[src/rtl/sd_sector_loader_pkg.sv]
// Shared definitions for the SD sector loader: FSM state encodings and sector geometry.
package sd_sector_loader_pkg;

    typedef enum logic [2:0] {
        S_IDLE     = 3'd0,
        S_WAIT_RDY = 3'd1,
        S_ISSUE    = 3'd2,
        S_RECV     = 3'd3,
        S_GAP      = 3'd4,
        S_DONE     = 3'd5,
        S_ERROR    = 3'd6
    } state_t;

    localparam int unsigned SECTOR_SHIFT           = 9;
    localparam int unsigned DEFAULT_TIMEOUT_CYCLES = 25_000_000;

endpackage

[src/rtl/sd_edge_strobe.sv]
// Rising-edge detector on the SD byte strobe plus a one-cycle data capture register.
module sd_edge_strobe (
    input  logic       clk,
    input  logic       reset,
    input  logic       enable,
    input  logic       byte_available,
    input  logic [7:0] din,
    output logic       byte_edge,
    output logic       strobe,
    output logic [7:0] data
);

    logic avail_q;

    assign byte_edge = byte_available & ~avail_q;

    always_ff @(posedge clk or posedge reset) begin
        if (reset) begin
            avail_q <= 1'b0;
            strobe  <= 1'b0;
            data    <= '0;
        end else begin
            avail_q <= byte_available;
            strobe  <= enable & byte_edge;
            if (enable & byte_edge)
                data <= din;
        end
    end

endmodule

[src/rtl/sd_sector_loader.sv]
// Reads a contiguous run of sectors from the SD controller and streams each byte
// into a write-only memory port with an incrementing, wrapping byte address.
module sd_sector_loader
    import sd_sector_loader_pkg::*;
#(
    parameter int unsigned MEM_AW         = 16,
    parameter int unsigned TIMEOUT_CYCLES = DEFAULT_TIMEOUT_CYCLES,
    parameter int unsigned SECTOR_BYTES   = 512
) (
    input  logic              clk,
    input  logic              reset,
    input  logic              start,
    input  logic [22:0]       start_sector,
    input  logic [15:0]       num_sectors,
    input  logic              sd_ready,
    input  logic              sd_byte_available,
    input  logic [7:0]        sd_dout,
    output logic              sd_rd,
    output logic [31:0]       sd_address,
    output logic              mem_we,
    output logic [MEM_AW-1:0] mem_addr,
    output logic [7:0]        mem_data,
    output logic              busy,
    output logic              done,
    output logic              error,
    output logic [15:0]       sectors_done,
    output logic [2:0]        state_code
);

    localparam int unsigned    BW           = $clog2(SECTOR_BYTES);
    localparam logic [BW-1:0]  LAST_BYTE    = BW'(SECTOR_BYTES - 1);
    localparam logic [31:0]    TIMEOUT_LAST = 32'(TIMEOUT_CYCLES - 1);

    state_t        state, next_state;
    logic [15:0]   num_q;
    logic [22:0]   cur_sector;
    logic [BW-1:0] byte_cnt;
    logic [31:0]   timer;
    logic [15:0]   sectors_next;
    logic          accept, active, byte_edge, recv_edge, last_byte, timed_out;

    sd_edge_strobe u_edge (
        .clk            (clk),
        .reset          (reset),
        .enable         (state == S_RECV),
        .byte_available (sd_byte_available),
        .din            (sd_dout),
        .byte_edge      (byte_edge),
        .strobe         (mem_we),
        .data           (mem_data)
    );

    assign accept       = start && !busy &&
                          (state == S_IDLE || state == S_DONE || state == S_ERROR);
    assign active       = (state == S_WAIT_RDY) || (state == S_ISSUE) ||
                          (state == S_RECV)     || (state == S_GAP);
    assign recv_edge    = (state == S_RECV) && byte_edge;
    assign last_byte    = recv_edge && (byte_cnt == LAST_BYTE);
    assign timed_out    = active && (timer == TIMEOUT_LAST);
    assign sectors_next = sectors_done + 16'd1;

    assign sd_rd      = (state == S_ISSUE);
    assign sd_address = 32'(cur_sector) << SECTOR_SHIFT;
    assign state_code = state;

    always_comb begin
        next_state = state;
        case (state)
            S_IDLE, S_DONE, S_ERROR:
                if (accept)
                    next_state = (num_sectors == '0) ? S_DONE : S_WAIT_RDY;
            S_WAIT_RDY: if (sd_ready)  next_state = S_ISSUE;
            S_ISSUE:    if (!sd_ready) next_state = S_RECV;
            // A byte edge coinciding with sd_ready is counted before the short-sector check.
            S_RECV: begin
                if (last_byte)     next_state = S_GAP;
                else if (sd_ready) next_state = S_ERROR;
            end
            S_GAP:
                if (sd_ready)
                    next_state = (sectors_next == num_q) ? S_DONE : S_ISSUE;
            default: next_state = S_IDLE;
        endcase
        if (timed_out)
            next_state = S_ERROR;
    end

    always_ff @(posedge clk or posedge reset) begin
        if (reset) begin
            state        <= S_IDLE;
            num_q        <= '0;
            cur_sector   <= '0;
            sectors_done <= '0;
            byte_cnt     <= '0;
            timer        <= '0;
            mem_addr     <= '0;
            busy         <= 1'b0;
            done         <= 1'b0;
            error        <= 1'b0;
        end else begin
            state <= next_state;
            // Busy drops on the cycle done pulses, one cycle after DONE is entered.
            done  <= (state == S_DONE) && busy;

            if (accept) begin
                num_q        <= num_sectors;
                cur_sector   <= start_sector;
                sectors_done <= '0;
                busy         <= 1'b1;
                error        <= 1'b0;
            end else begin
                if (state == S_DONE || next_state == S_ERROR)
                    busy <= 1'b0;
                if (next_state == S_ERROR)
                    error <= 1'b1;
            end

            if (accept)
                mem_addr <= '0;
            else if (mem_we)
                mem_addr <= mem_addr + MEM_AW'(1);

            if (state == S_ISSUE)
                byte_cnt <= '0;
            else if (recv_edge)
                byte_cnt <= byte_cnt + BW'(1);

            if (state == S_GAP && sd_ready) begin
                sectors_done <= sectors_next;
                cur_sector   <= cur_sector + 23'd1;
            end

            if (!active || next_state != state || recv_edge)
                timer <= '0;
            else
                timer <= timer + 32'd1;
        end
    end

endmodule

[config.mk]
export PLATFORM = sky130hd
export DESIGN_NAME = sd_sector_loader
export DESIGN_NICKNAME = d
export VERILOG_FILES = /design/src/rtl/sd_sector_loader_pkg.sv /design/src/rtl/sd_edge_strobe.sv /design/src/rtl/sd_sector_loader.sv
export SDC_FILE = /design/constraint.sdc
export NUM_CORES = 1
export LEC_CHECK = 0
export ABC_CLOCK_PERIOD_IN_PS = 5950
export BUFFER_PORTS_ARGS = -buffer_cell sky130_fd_sc_hd__buf_2
export CORE_UTILIZATION = 25
export CTS_CLUSTER_SIZE = 14
export DETAILED_ROUTE_END_ITERATION = 8
export SKIP_LAST_GASP = 1
export SLEW_MARGIN = 20
export SYNTH_ARGS = -nofsm -noshare
export SYNTH_HDL_FRONTEND = slang
export SYNTH_SLANG_ARGS = --single-unit
export TNS_END_PERCENT = 20
[constraint.sdc]
create_clock -name clk -period 5.95 [get_ports clk]
set_clock_uncertainty 0.15 [all_clocks]
set_input_delay 1.785 -clock clk [delete_from_list [all_inputs] [get_ports clk]]
set_output_delay 1.785 -clock clk [all_outputs]
set_load 0.05 [all_outputs]
==> impl_metrics.yaml, run 1 <==
outcome:
  status: "completed"
synth:
  netlist-cell-type-count: 69
  synth_top_area_cell: "dfrtp_1"
  synth_area_leaders: "dfrtp_1 (46%), nand2_1 (7.5%), nor2_1 (5.7%)"
  yosysTopAreaCellShare: 0.4636
  syn_area_per_cell_um2: 8.869
  synthCells: 779
  synth-seq-cells: 128
  synth_edf_count: 0
  async_flop_share: 1.000
  yosys_warnings: 0
  synth_flop_cell: "dfrtp_1"
  syn-cell-area_mm2: 0.006909
  synth-seq-area-share: 0.4636
global_route:
  grt_pass1_wl_um: 31150
  track_usage: 0.1379
  grt_max_degree: 68
  grt-ovfl-total: 0
  antenna_found_initial: 1
  grt_pass1_vias: 5877
power:
  leakage_nw: 3.774
  intPower_mw: 2.178
  max-vdd-ir-drop_uv: 229.5
  p_comb_frac: 0.396
  power_switching_mw: 1.779
  power.clock.fraction: 0.257
  p_per_area_mw_per_mm2: 471.5
  power_frac_seq: 0.347
  switching_share: 0.4496
setup_path:
  timing.rr.start: "byte_cnt[0]"
  worst_setup_path_end_kind: "register"
  crit_buf_inv: 2
  path_cells: "buf_2 -> nand3_1 -> or3_1 -> clkinv_1 -> a211oi_1 -> o2bb2ai_1 -> nand2_1 -> nor2_1"
  critPathMaxFanout: 31
  critPathArrivalTime_ps: 4580
  crit_cells: 8
  cpMaxStageDelayCell: "nand2_1"
  critical_path_class: "input pin to register"
  r2r_slack_ps: 2340
  crit_required_ps: 6120
  critPathTopFamily: "simple AND/OR/NAND/NOR gates"
  regToRegEndpoint: "timer[22]"
  max_stage_delay_ps: 620
  r2r_cells: 12
  start_kind: "input pin"
finish:
  mostFrequentLayoutCells: "nand2_1 (138), dfrtp_1 (128), buf_2 (122)"
  drive_gt1_frac: 0.2016
  nFillCells: 2851
  multiInputGateArea_mm2: 0.003470
  syn2layout_area_growth_pct: 21.44
  layout_commonest_cell: "nand2_1"
  n_antenna_cell: 0
  final_nets: 950
  seq_area_mm2: 0.003203
detailed_routing:
  viasPerCell: 4.843
  vias: 6025
  drt_iter0_markers: 387
  ant_nets: 0
  drc: 0
  drt_first_pass_iters: 5
  wl_per_cell_um: 15.00
  routed_wl_um: 18670
clock_network:
  clkSinkCount: 128
  cts_buffer_depth: 2
  htreeDepth: 4
  post_cts_buffers: 0
  cts_tree: "built"
  cts_made_buffers: 17
  cts_resized: 0
  postCtsHoldBufs: 0
  cts_root_buffer: "clkbuf_16"
  clk_pin_slew_worst_paths_ps: 60
  clk_latency_ps: 420
place:
  io_buffers: 122
  pre_cts_ws_ps: 1078
  hpwl_um: 13360
  gp_congestion: 0.8036
worst_hold_path:
  holdCritPathClass: "register to register"
  min_to: "u_edge.data[5]"
  hold_start: "u_edge.data[5]"
  holdPathStages: 2
die:
  pin_count: 132
  fp.dieH_um: 168.2
  std_cell_rows: 60
  dieArea_mm2: 0.02830
  die_w_um: 168.2
  start_util: 0.2556
  core-area_mm2: 0.02703
timing:
  slew_viol_final: 0
  tightest_slew_ps: 1017
  post-route-period-util: 0.7416
  period_minus_slack_ps: 4413
  fmax_mhz: 226.6
  finalWorstSetupSlack_ps: 1537
  setup_viol: 0
  grt_setup_unrepaired: "no"
  slew_headroom: 0.3203
  hold_viol_final: 0
  fin_setup_tns_ps: 0
flow_run:
  cap_violations: 0
## cell usage after synthesis, drive strengths merged, types with 2 or more instances
master	number
a211o	4
a211oi	8
a21o	2
a21oi	16
a221o	2
a31oi	10
and2	4
and3	19
and4	5
buf	22
clkbuf	21
clkinv	2
dfrtp	128
ha	6
inv	11
nand2	139
nand2b	2
nand3	46
nand3b	4
nand4	24
nor2	107
nor2b	7
nor3	17
nor3b	3
nor4	8
nor4b	2
o211ai	8
o21ai	32
o221a	5
o221ai	2
o22ai	5
o311ai	4
o31ai	7
or3	4
or4	3
xnor2	34
xor2	39
## cells by family (layout without fill, tap and decap cells)
family          count (synthesis)  in the layout  synth area share
mux                             1              1          0.001449
simple gates                  398            398            0.2749
compound gates                116            116            0.1150
flops                         128            128            0.4636
fa+ha+maj                       6              6           0.01087
other cells                     1              9         0.0005428
xor+xnor                       73             73           0.09254
buf+inv                        56            172           0.04111
## sequential cells by signal, indices dropped and copies added (netlist names)
| signal | cells |
|---|---|
| byte_cnt | 9 |
| u_edge.strobe | 1 |
| timer | 32 |
| cur_sector | 23 |
| done | 1 |
| mem_addr | 16 |
| sectors_done | 16 |
| u_edge.avail_q | 1 |
| error | 1 |
| state_code | 3 |
| u_edge.data | 8 |
| busy | 1 |
| num_q | 16 |
## cell type report
| cell class | instances | share of cell area |
|---|---|---|
| clock buffer | 24 | 0.05741 |
| tap | 341 | 0.05085 |
| inverter | 13 | 0.006114 |
| timing repair buffer | 129 | 0.08052 |
| clock inverter | 6 | 0.009842 |
| sequential | 128 | 0.3817 |
| multi-input combinational | 603 | 0.4135 |
## worst register-to-register path, delay by kind of cell (launching register included)
kind | cells | cell delay (ps)
buffers and inverters | 1 | 60
flip-flops | 1 | 380
AND/OR/NAND/NOR | 6 | 1430
AO/OA/AOI/OAI | 3 | 1050
adder cells (fa/ha/maj) | 2 | 360
## power by group through the flow
stage          combinational [mW]  clock, mW  sequential, mW
2_1_floorplan               0.660          0            1.88
3_3_place_gp                 1.57          0            1.39
3_5_place_dp                 1.58          0            1.38
4_1_cts                      1.59       1.04            1.37
5_1_grt                      1.70       1.07            1.41
6_report                     1.57       1.02            1.37
## layer usage
metal / vias to the layer above / wire length [um] / track usage / part of all wire
met4: 2 / 269 / 0.04150 / 0.014
met3: 21 / 768 / 0.03385 / 0.041
met1: 2916 / 9090 / 0.1882 / 0.49
li1: 2936 / - / - / -
met2: 150 / 8525 / 0.2143 / 0.46
met5: - / 11 / 0 / 0.00059
## worst max path at each step
stage | start | end | slack [ps]
after floorplan | reset | busy | 600
after global placement | sd_byte_available | timer[4] | 1140
after detailed placement | sd_byte_available | timer[19] | 1080
after CTS | sd_byte_available | timer[22] | 1460
after global routing | sd_byte_available | timer[20] | 1160
final | sd_byte_available | timer[22] | 1540
## metrics by stage
| stage | power [mW] | area (um2) | cells | hold WS [ps] | utilization |
|---|---|---|---|---|---|
| final | 3.956 | 8391 | 1244 | 324.7 | 0.3105 |
| after global placement | 2.951 | 7821 | 1214 | 309.2 | 0.2894 |
| after detailed placement | 2.964 | 7826 | 1214 | 313.5 | 0.2896 |
| after floorplan | 2.540 | 6939 | 787 | 305.2 | - |
| after global routing | 4.185 | 8391 | 1244 | 361.0 | 0.3105 |
| after CTS | 4.004 | 8391 | 1244 | 329.6 | 0.3105 |
Note: power is estimated with default switching activity, not from simulation.
==> inputs of run 2 (changes only) <==
--- a/config.mk
+++ b/config.mk
@@ -5,7 +5,7 @@
 export SDC_FILE = /design/constraint.sdc
 export NUM_CORES = 1
 export LEC_CHECK = 0
-export ABC_CLOCK_PERIOD_IN_PS = 5950
+export ABC_CLOCK_PERIOD_IN_PS = 4400
 export BUFFER_PORTS_ARGS = -buffer_cell sky130_fd_sc_hd__buf_2
 export CORE_UTILIZATION = 25
 export CTS_CLUSTER_SIZE = 14
==> constraint.sdc (replaced) <==
create_clock -name clk -period 4.4 [get_ports clk]
set_clock_uncertainty 0.15 [all_clocks]
set_input_delay 1.32 -clock clk [delete_from_list [all_inputs] [get_ports clk]]
set_output_delay 1.32 -clock clk [all_outputs]
set_load 0.05 [all_outputs]
==> impl_metrics.yaml, run 2 (synthesized netlist as in run 1, its figures left out) <==
clock_network:
  cts_root_buffer: "clkbuf_16"
  cts_made_buffers: 17
  clk_pin_slew_worst_paths_ps: 60
  postCtsHoldBufs: 0
  cts_buffer_depth: 2
  clkSinkCount: 128
  clk_latency_ps: 420
  htreeDepth: 4
  post_cts_buffers: 0
  cts_resized: 0
  cts_tree: "built"
place:
  io_buffers: 122
  hpwl_um: 13570
  dp_cells: 1223
  gp_congestion: 0.8299
  pre_cts_ws_ps: 536.1
  place_area_mm2: 0.007890
die:
  core-area_mm2: 0.02703
  die_w_um: 168.2
  fp.dieH_um: 168.2
  dieArea_mm2: 0.02830
  std_cell_rows: 60
  start_util: 0.2556
  pin_count: 132
detailed_routing:
  drc: 0
  routed_wl_um: 18900
  drt_first_pass_iters: 5
  ant_nets: 0
  viasPerCell: 4.829
  wl_per_cell_um: 15.06
  drt_iter0_markers: 505
  vias: 6061
finish:
  largest_register: "timer"
  finalNonFillerCells: 1255
  drive_gt1_frac: 0.2103
  largest_registers: "timer (32), cur_sector (23)"
  final_nets: 959
  largest_reg_flops: 32
  stdcell_area_mm2: 0.008537
  syn2layout_area_growth_pct: 23.56
  mostFrequentLayoutCells: "nand2_1 (138), dfrtp_1 (128), buf_2 (122)"
  layout_commonest_cell: "nand2_1"
timing:
  setup_viol: 0
  period_minus_slack_ps: 3468
  finalWorstSetupSlack_ps: 931.9
  fmax_mhz: 288.3
  slew_viol_final: 0
  tightest_slew_ps: 911.6
  post-route-period-util: 0.7882
  slew_headroom: 0.3910
  grt_setup_unrepaired: "no"
  hold_viol_final: 0
  fin_setup_tns_ps: 0
setup_path:
  critPathArrivalTime_ps: 2000
  crit_required_ps: 2930
  critPathMaxFanout: 10
  critical_path_class: "register to output pin"
  start_kind: "register"
  cpMaxStageDelayCell: "dfrtp_1"
  worst_setup_path_end_kind: "output pin"
  path_cells: "clkinv_1 -> nor3_1 -> buf_4 -> buf_2"
  max_stage_delay_ps: 560
global_route:
  grt_pass1_wl_um: 31120
  antenna_found_initial: 1
  grt-ovfl-total: 0
  track_usage: 0.1388
  grt_max_degree: 48
  grt_pass1_vias: 5870
worst_hold_path:
  holdCritPathClass: "register to register"
power:
  leakage_nw: 3.847
  p_per_area_mw_per_mm2: 653.1
  power_mw: 5.575
  max-vdd-ir-drop_uv: 268.0
outcome:
  status: "completed"
flow_run:
  cap_violations: 0
==> run 2: critical path: cells and delay by family (launching register included) <==
family                 cells  cell delay (ps)
buffers and inverters      3              780
DFF                        1              560
and+or+nand+nor            1              250
==> run 2: area by class of cell <==
type,count,area (um2)
fill,2831,18490
multi-input combinational,603,3465
sequential,128,3203
timing repair buffer,138,743.2
clock buffer,22,464.2
tap,341,426.7
clock inverter,9,180.2
inverter,13,52.55
antenna,1,2.502
==> run 2: per-stage QoR <==
step	util	hold WS, ps
floorplan	-	305.2
global placement	0.2919	307.5
detailed placement	0.2919	310.0
CTS	0.3158	330.2
global route	0.3158	344.0
finish	0.3159	323.2
==> run 2: worst paths after layout <==
kind | start | cells past startpoint | endpoint | slack, ps
setup / recovery | state_code[1] | 4 | sd_rd | 930
hold / removal | u_edge.data[3] | 2 | u_edge.data[3] | 320
setup reg to reg | byte_cnt[0] | 13 | timer[25] | 1120
hold reg to reg | u_edge.data[3] | 2 | u_edge.data[3] | 320
max in group asynchronous | reset | 3 | cur_sector[1] | 2330
min in group asynchronous | reset | 2 | mem_addr[7] | 950
==> run 2: metal layers <==
layer,wire (um),part of all wire,global-route usage,vias up
met3,1022,0.054,0.03526,21
met4,244,0.013,0.03755,0
met2,8549,0.45,0.2170,173
met5,0,0,0,-
li1,-,-,-,2942
met1,9084,0.48,0.1893,2925
==> run 2: power breakdown <==
part	internal, mW	switching [mW]	total (mW)
Combinational	0.619	1.52	2.14
Sequential	1.48	0.385	1.86
Clock	1.04	0.532	1.57
Total	3.13	2.44	5.58
==> inputs of run 3 (changes only) <==
--- a/config.mk
+++ b/config.mk
@@ -5,7 +5,7 @@
 export SDC_FILE = /design/constraint.sdc
 export NUM_CORES = 1
 export LEC_CHECK = 0
-export ABC_CLOCK_PERIOD_IN_PS = 4400
+export ABC_CLOCK_PERIOD_IN_PS = 2950
 export BUFFER_PORTS_ARGS = -buffer_cell sky130_fd_sc_hd__buf_2
 export CORE_UTILIZATION = 25
 export CTS_CLUSTER_SIZE = 14
==> constraint.sdc (replaced) <==
create_clock -name clk -period 2.95 [get_ports clk]
set_clock_uncertainty 0.15 [all_clocks]
set_input_delay 0.885 -clock clk [delete_from_list [all_inputs] [get_ports clk]]
set_output_delay 0.885 -clock clk [all_outputs]
set_load 0.05 [all_outputs]
==> impl_metrics.yaml, run 3 (synthesized netlist as in run 1, its figures left out) <==
die:
  pin_count: 132
  dieArea_mm2: 0.02830
  die_w_um: 168.2
  std_cell_rows: 60
  core-area_mm2: 0.02703
  start_util: 0.2556
  fp.dieH_um: 168.2
place:
  gp_congestion: 0.8263
  io_buffers: 122
  hpwl_um: 14050
  dp_cells: 1254
global_route:
  antenna_found_initial: 1
  grt_util_met1: 0.1920
  grt_pass1_vias: 6097
  gr-max-usage-layer: "met2"
  track_usage: 0.1407
  grt_use_met3: 0.02868
  use_met2: 0.2253
  grt-ovfl-total: 0
  grt_pass1_wl_um: 31750
  grt_max_degree: 48
setup_path:
  critPathArrivalTime_ps: 1820
  worst_setup_path_end_kind: "output pin"
  r2r_slack_ps: 100
  crit_required_ps: 1920
  timing.rr.start: "byte_cnt[1]"
  start_kind: "register"
  critPathMaxFanout: 13
  critical_path_class: "register to output pin"
  startpoint: "state_code[2]"
clock_network:
  cts_made_buffers: 17
  cts_buffer_depth: 2
  cts_tree: "built"
  clkSinkCount: 128
  postCtsHoldBufs: 0
  htreeDepth: 4
  cts_root_buffer: "clkbuf_16"
  clk_pin_slew_worst_paths_ps: 60
  clk_latency_ps: 420
finish:
  finalNonFillerCells: 1292
  drive_gt1_frac: 0.2513
  layout_commonest_cell: "nand2_1"
  n_antenna_cell: 0
  mostFrequentLayoutCells: "nand2_1 (136), dfrtp_1 (127), buf_2 (122)"
  final_nets: 996
  largest_register: "timer"
  nFillCells: 2859
  largest_reg_flops: 32
  largest_registers: "timer (32), cur_sector (23)"
  syn2layout_area_growth_pct: 27.89
timing:
  slew_headroom: 0.5027
  grt_setup_unrepaired: "yes"
  hold_viol_final: 0
  fmax_mhz: 350.0
  tightest_slew_ps: 743.2
  fin_setup_tns_ps: 0
  period_minus_slack_ps: 2858
  setup_viol: 0
  slew_viol_final: 0
  post-route-period-util: 0.9687
worst_hold_path:
  holdCritPathClass: "register to register"
  hold_start: "u_edge.data[6]"
detailed_routing:
  vias: 6174
  ant_nets: 0
  wl_per_cell_um: 14.97
  drt_iter0_markers: 383
  drc: 0
  drt_first_pass_iters: 5
  routed_wl_um: 19340
  viasPerCell: 4.779
power:
  leakage_nw: 4.025
  p_per_area_mw_per_mm2: 946.5
  max-vdd-ir-drop_uv: 417.3
outcome:
  status: "completed"
flow_run:
  cap_violations: 0
## run 3: path summary, 6_finish.rpt
| path | end | cells after the start |
|---|---|---|
| max reg2reg | timer[20] | 13 |
| min reg2reg | u_edge.data[6] | 2 |
| max | sd_rd | 3 |
| min in group asynchronous | timer[23] | 2 |
| min | u_edge.data[6] | 2 |
| max in group asynchronous | cur_sector[1] | 3 |
## run 3: cell type report
class,count,area (um2),share of cell area
Clock inverter,14,118.9,0.01345
Inverter,13,52.55,0.005947
Tap cell,341,426.7,0.04829
Timing Repair Buffer,175,1122,0.1270
Clock buffer,18,429.2,0.04857
Sequential cell,128,3204,0.3626
Multi-Input combinational cell,603,3482,0.3941
## run 3: timing repair
action                                  4_1_cts  5_1_grt
gates cloned                                  0        4
hold endpoints to repair                      0        0
endpoints found under the setup margin       14       33
gates resized for setup                       0       11
pin swaps                                     0        6
buffers inserted                              0        2
## run 3: critical path: stages, from the launching register on
cell	delay, ps
dfrtp_1	510
buf_4	220
nor3_1	330
buf_2	350
## run 3: power by group
part / switching [mW] / total (mW) / internal [mW] / leakage, nW
Clock: 0.816 / 1.97 / 1.15 / 0.258
Sequential: 0.541 / 2.75 / 2.21 / 1.67
Combinational: 2.42 / 3.64 / 1.23 / 2.09
Total: 3.77 / 8.36 / 4.59 / 4.02
## run 3: per-layer routing
metal  vias up  share of wire
met1      2990           0.49
met4         2          0.010
met3        21          0.037
li1       3023              -
met2       138           0.47
met5         -        0.00052
## run 3: metrics by stage
| step | util | hold WS (ps) | cell area [um2] | total power, mW | setup WS, ps |
|---|---|---|---|---|---|
| global route | 0.3269 | 355.3 | 8836 | 8.853 | -26.52 |
| floorplan | - | 305.2 | 6943 | 5.124 | -667.7 |
| detailed placement | 0.3019 | 311.2 | 8160 | 6.176 | -5.323 |
| finish | 0.3269 | 329.5 | 8836 | 8.363 | 92.48 |
| CTS | 0.3222 | 331.9 | 8708 | 8.194 | -22.13 |
| global placement | 0.3019 | 311.8 | 8160 | 6.128 | 51.83 |
